[src/rtl/bcd_stopwatch_timer.sv]
// Multi-digit BCD stopwatch / countdown timer with a clock-derived tick, a lap-hold snapshot view,
// terminal-count (done) and overflow pulses, and a wrap-or-saturate option at all-9s.
module bcd_stopwatch_timer #(
  parameter int CLK_FREQ = 100000000,
  parameter int TICK_HZ  = 1,
  parameter int DIGITS   = 4,
  parameter bit WRAP     = 1'b1
) (
  input  logic                clk,
  input  logic                init_regs_n,
  input  logic                count_enabled,
  input  logic                mode,
  input  logic                load,
  input  logic [4*DIGITS-1:0] load_value,
  input  logic                lap,
  output logic [4*DIGITS-1:0] time_reading,
  output logic                done,
  output logic                overflow,
  output logic                holding
);

  localparam int W = 4 * DIGITS;
  localparam int DIV = CLK_FREQ / TICK_HZ;
  localparam int DW = $clog2(DIV);
  localparam logic [DW-1:0] DIV_LAST = DW'(DIV - 1);
  localparam logic [W-1:0] ALL_NINES = {DIGITS{4'h9}};

  typedef enum logic {
    LIVE = 1'b0,
    HOLD = 1'b1
  } view_t;

  function automatic logic [W-1:0] bcd_inc(input logic [W-1:0] v);
    logic [W-1:0] r;
    logic         c;
    r = v;
    c = 1'b1;
    for (int i = 0; i < DIGITS; i++) begin
      if (!c) begin
        r[4*i +: 4] = v[4*i +: 4];
      end else if (v[4*i +: 4] == 4'd9) begin
        r[4*i +: 4] = 4'd0;
      end else begin
        r[4*i +: 4] = v[4*i +: 4] + 4'd1;
        c = 1'b0;
      end
    end
    return r;
  endfunction

  function automatic logic [W-1:0] bcd_dec(input logic [W-1:0] v);
    logic [W-1:0] r;
    logic         b;
    r = v;
    b = 1'b1;
    for (int i = 0; i < DIGITS; i++) begin
      if (!b) begin
        r[4*i +: 4] = v[4*i +: 4];
      end else if (v[4*i +: 4] == 4'd0) begin
        r[4*i +: 4] = 4'd9;
      end else begin
        r[4*i +: 4] = v[4*i +: 4] - 4'd1;
        b = 1'b0;
      end
    end
    return r;
  endfunction

  function automatic logic [W-1:0] bcd_clamp(input logic [W-1:0] v);
    logic [W-1:0] r;
    r = v;
    for (int i = 0; i < DIGITS; i++) begin
      if (v[4*i +: 4] > 4'd9) begin
        r[4*i +: 4] = 4'd9;
      end else begin
        r[4*i +: 4] = v[4*i +: 4];
      end
    end
    return r;
  endfunction

  logic [DW-1:0] div_r, div_s;
  logic [W-1:0]  digits_r, digits_s;
  logic [W-1:0]  snap_r, snap_s;
  view_t         view_r, view_s;
  logic          lap_q_r;
  logic          sat_r, sat_s;
  logic          tick_s, lap_rise_s, done_s, ovf_s;

  // Next-state: load preempts everything; the lap snapshot takes the pre-tick digits.
  always_comb begin
    div_s      = div_r;
    digits_s   = digits_r;
    snap_s     = snap_r;
    view_s     = view_r;
    sat_s      = sat_r;
    tick_s     = 1'b0;
    done_s     = 1'b0;
    ovf_s      = 1'b0;
    lap_rise_s = lap & ~lap_q_r;

    if (load) begin
      digits_s = bcd_clamp(load_value);
      div_s    = '0;
      view_s   = LIVE;
      sat_s    = 1'b0;
    end else begin
      case (view_r)
        LIVE: begin
          if (lap_rise_s) begin
            view_s = HOLD;
            snap_s = digits_r;
          end else begin
            view_s = LIVE;
          end
        end
        HOLD: begin
          if (lap_rise_s) begin
            view_s = LIVE;
          end else begin
            view_s = HOLD;
          end
        end
        default: view_s = LIVE;
      endcase

      // An exhausted countdown parks the divider so restarting begins a full period.
      if (mode && (digits_r == '0)) begin
        div_s = '0;
      end else if (count_enabled) begin
        if (div_r == DIV_LAST) begin
          div_s  = '0;
          tick_s = 1'b1;
        end else begin
          div_s = div_r + DW'(1);
        end
      end else begin
        div_s = div_r;
      end

      if (!tick_s) begin
        digits_s = digits_r;
      end else if (!mode) begin
        if (digits_r != ALL_NINES) begin
          digits_s = bcd_inc(digits_r);
        end else if (WRAP) begin
          digits_s = '0;
          ovf_s    = 1'b1;
        end else begin
          // Saturated: report only the first tick that runs into the limit.
          digits_s = digits_r;
          ovf_s    = ~sat_r;
          sat_s    = 1'b1;
        end
      end else begin
        digits_s = bcd_dec(digits_r);
        done_s   = (bcd_dec(digits_r) == '0);
        sat_s    = 1'b0;
      end
    end
  end

  // State and output registers; outputs are driven from next-state so pulses align with the value.
  always_ff @(posedge clk) begin
    if (!init_regs_n) begin
      div_r        <= '0;
      digits_r     <= '0;
      snap_r       <= '0;
      view_r       <= LIVE;
      lap_q_r      <= 1'b0;
      sat_r        <= 1'b0;
      time_reading <= '0;
      done         <= 1'b0;
      overflow     <= 1'b0;
      holding      <= 1'b0;
    end else begin
      div_r        <= div_s;
      digits_r     <= digits_s;
      snap_r       <= snap_s;
      view_r       <= view_s;
      lap_q_r      <= lap;
      sat_r        <= sat_s;
      time_reading <= (view_s == HOLD) ? snap_s : digits_s;
      done         <= done_s;
      overflow     <= ovf_s;
      holding      <= (view_s == HOLD);
    end
  end

endmodule
[config.mk]
export PLATFORM = sky130hd
export DESIGN_NAME = bcd_stopwatch_timer
export DESIGN_NICKNAME = d
export VERILOG_FILES = /design/src/rtl/bcd_stopwatch_timer.sv
export SDC_FILE = /design/constraint.sdc
export NUM_CORES = 1
export LEC_CHECK = 0
export ABC_CLOCK_PERIOD_IN_PS = 3950
export BUFFER_PORTS_ARGS = -buffer_cell sky130_fd_sc_hd__buf_2
export CORE_MARGIN = 4
export CORE_UTILIZATION = 51
export DETAILED_ROUTE_END_ITERATION = 10
export PLACE_DENSITY = 0.72
export REMOVE_ABC_BUFFERS = 1
export SLEW_MARGIN = 20
export SYNTH_ARGS = -nofsm -noshare
export SYNTH_HDL_FRONTEND = slang
export SYNTH_SLANG_ARGS = --single-unit
[constraint.sdc]
create_clock -name clk -period 3.95 [get_ports clk]
set_clock_uncertainty 0.1 [all_clocks]
set_input_delay 0.1975 -clock clk [delete_from_list [all_inputs] [get_ports clk]]
set_output_delay 0.1975 -clock clk [all_outputs]
set_load 0.005 [all_outputs]
==> metrics.cfg <==
[setup_path]
cp-end-kind=flop
r2r_end=time_reading[13]
worstPathCellList=inv_1, ha_1, nor4b_1, buf_4, and4_1, a2111o_1, o211a_1, or3_1, a2bb2oi_1
crit_type=flop to flop
r2r_slack_ns=0.68
worst_r2r_path_depth=9
required_ns=4.06
r2r-start=digits_r[0]
cp-start-kind=flop
path_max_fanout=20
crit_family=compound AO/OA/AOI/OAI gates
worstPathArrival_ns=3.38
worst-path-buf-inv=2
crit_path_top_delay_cell=a2111o_1
critPathMaxStageDelay_ns=0.68

[detailed_routing]
remaining_drc_errors=0
wl_per_cell_um=16.3
vias_per_cell=5.95
routed_wl_mm=10.5
via_count=3858
first_pass_iters=6
drt_iter0_markers=365
detail-route-antenna-nets=0

[grt]
grt_pass1_wl_mm=17.6
grt_max_degree=35
gr-total-overflow=0
grt_usage_pct=21.7
antenna_found_initial=0
grt_pass1_vias=3665

[yosys]
synth_area_um2=4290
yosysSeqAreaShare_pct=36.9
ys_warn_count=0
avgSynthCellArea_um2=8.32
synth_edf_count=0
synthCells=515
synth-seq-cells=79
synthFlopType=dfxtp_1
synthArstFlopShare_pct=0
yosysUniqueCellTypes=74

[timing]
whs_ns=0.0138
rsz0062_at_grt=false
fin_setup_tns_ns=0
hold_violations=0
max_freq_mhz=306
min_period_ns=3.27
period_share_pct=82.8
tightest_slew_ns=0.976
relSlewSlack_pct=34.7
final_max_slew_viol_count=0
setup_viol=0

[min_path]
hp-class=input pin to flop
hold_start=load_value[4]
whs_path_depth=3
holdPathEnd=time_reading[4]

[cts]
post_cts_resized=0
clk_latency_ns=0.36
numClockSinks=79
clockBufferDepth=2
numCtsBuffers=9
cts_tree=done
cts-root-buf=clkbuf_8
htreeDepth=3
clk_pin_slew_ns=0.09

[layout]
final_cell_mix=dfxtp_1 (79), nor2_1 (60), buf_2 (40)
antenna_cells=0
finalInstanceArea_um2=4750
layout_commonest_cell=dfxtp_1
drive_gt1_share_pct=14.0
area_growth_pct=10.8
layout.nets=564

[floorplan]
dieArea_um2=9930
die_height_um=99.7
fp-row-count=33
coreArea_um2=8180
die_width_um=99.7
io_pins=41
initial_core_util_pct=52.4

[run]
maxCapViolCount=0

[status]
status=finished, final reports clean

[power_and_ir_drop]
p_per_area_nw_per_um2=358
leakage_nw=1.71
ir_drop_uv=243
design_power_total_mw=1.70

[place]
place_congestion=0.931
port_buffers=40
dp_hpwl_mm=7.32
placed_cell_area_um2=4490

## registers in the layout (all words and copies together), names as in the netlist
| signal | cells |
|---|---|
| div_r | 27 |
| snap_r | 16 |
| digits_r | 16 |
| done | 1 |
| lap_q_r | 1 |
| overflow | 1 |
| view_r | 1 |
| time_reading | 16 |
## per-layer routing
layer,vias to the layer above,wire length [µm],global-route usage [%]
met2,124,5000,35.1
met4,0,168,8.30
met3,16,531,3.58
li1,1893,-,-
met1,1825,4830,29.0
met5,-,0,0
## logic make-up after synthesis
group | count (synthesis) | share of synthesized area [%]
mux | 25 | 5.93
xor+xnor | 33 | 6.74
simple gates | 214 | 26.5
buf+inv | 51 | 4.99
compound gates | 109 | 17.8
fa+ha+maj | 4 | 1.17
flops | 79 | 36.9
## area by class of cell
cell class | instances | area (µm²)
fill | 744 | 3430
multi-input combinational | 385 | 2490
sequential | 79 | 1580
timing repair buffer | 50 | 290
tap | 105 | 131
clock buffer | 9 | 124
clock inverter | 7 | 78.8
inverter | 13 | 48.8
## worst register-to-register path: cells and delay by family, from the launching register on
| kind | cells | cell delay (ns) |
|---|---|---|
| AO/OA/AOI/OAI | 3 | 1.15 |
| adder cells (fa/ha/maj) | 1 | 0.30 |
| buffers and inverters | 2 | 0.29 |
| flip-flops | 1 | 0.55 |
| AND/OR/NAND/NOR | 3 | 0.74 |
## power by group
part	total (mW)	switching (mW)	internal, mW
Clock	0.618	0.319	0.298
Combinational	0.227	0.130	0.0970
Sequential	0.856	0.0340	0.822
## repair_timing
action / 4_1_cts / 5_1_grt
hold buffers: 6 / 0
setup buffers: 0 / 0
endpoints found under the hold margin: 8 / 0
## through the flow
stage               util, %  worst slack (ns)  cells
floorplan                 -             0.730    477
global placement       54.9             0.794    626
detailed placement     54.9             0.714    626
CTS                    58.1             0.685    648
global route           58.1             0.493    648
finish                 58.1             0.678    648
## worst max-delay path by stage
| stage | start | depth (start not counted) | to | slack, ns |
|---|---|---|---|---|
| after floorplan | lap_q_r | 6 | time_reading[11] | 0.73 |
| after CTS | digits_r[0] | 9 | time_reading[13] | 0.69 |
| final | digits_r[0] | 9 | time_reading[13] | 0.68 |
| after detailed placement | digits_r[0] | 9 | time_reading[13] | 0.71 |
| after global placement | digits_r[0] | 9 | time_reading[13] | 0.79 |
| after global routing | digits_r[0] | 9 | time_reading[13] | 0.49 |
## synth_stat cells (4+ instances only)
master    number  area (µm²)
o31ai_1        5        37.5
a21oi_1       15        75.1
o211a_1        5        50.1
and2_1         5        31.3
nor2_1        60         225
nand3_1       16        80.1
and4_1         5        43.8
nand2_1       38         143
o21ai_0       26         130
nor4b_1        4        35.0
nor3_1        13        65.1
clkbuf_1      24        90.1
nand4_1       11        68.8
a31o_2         4        35.0
nor2b_1       18         113
nor4_1         8        50.1
a31oi_1        8        50.1
inv_1         13        48.8
dfxtp_1       79        1580
mux2i_1       22         220
buf_2          8        40.0
a211oi_1       4        30.0
ha_1           4        50.1
o21a_1         9        67.6
xor2_1        13         114
xnor2_1       20         175
or3_1          7        43.8
Note: power is estimated with default switching activity, not from simulation.
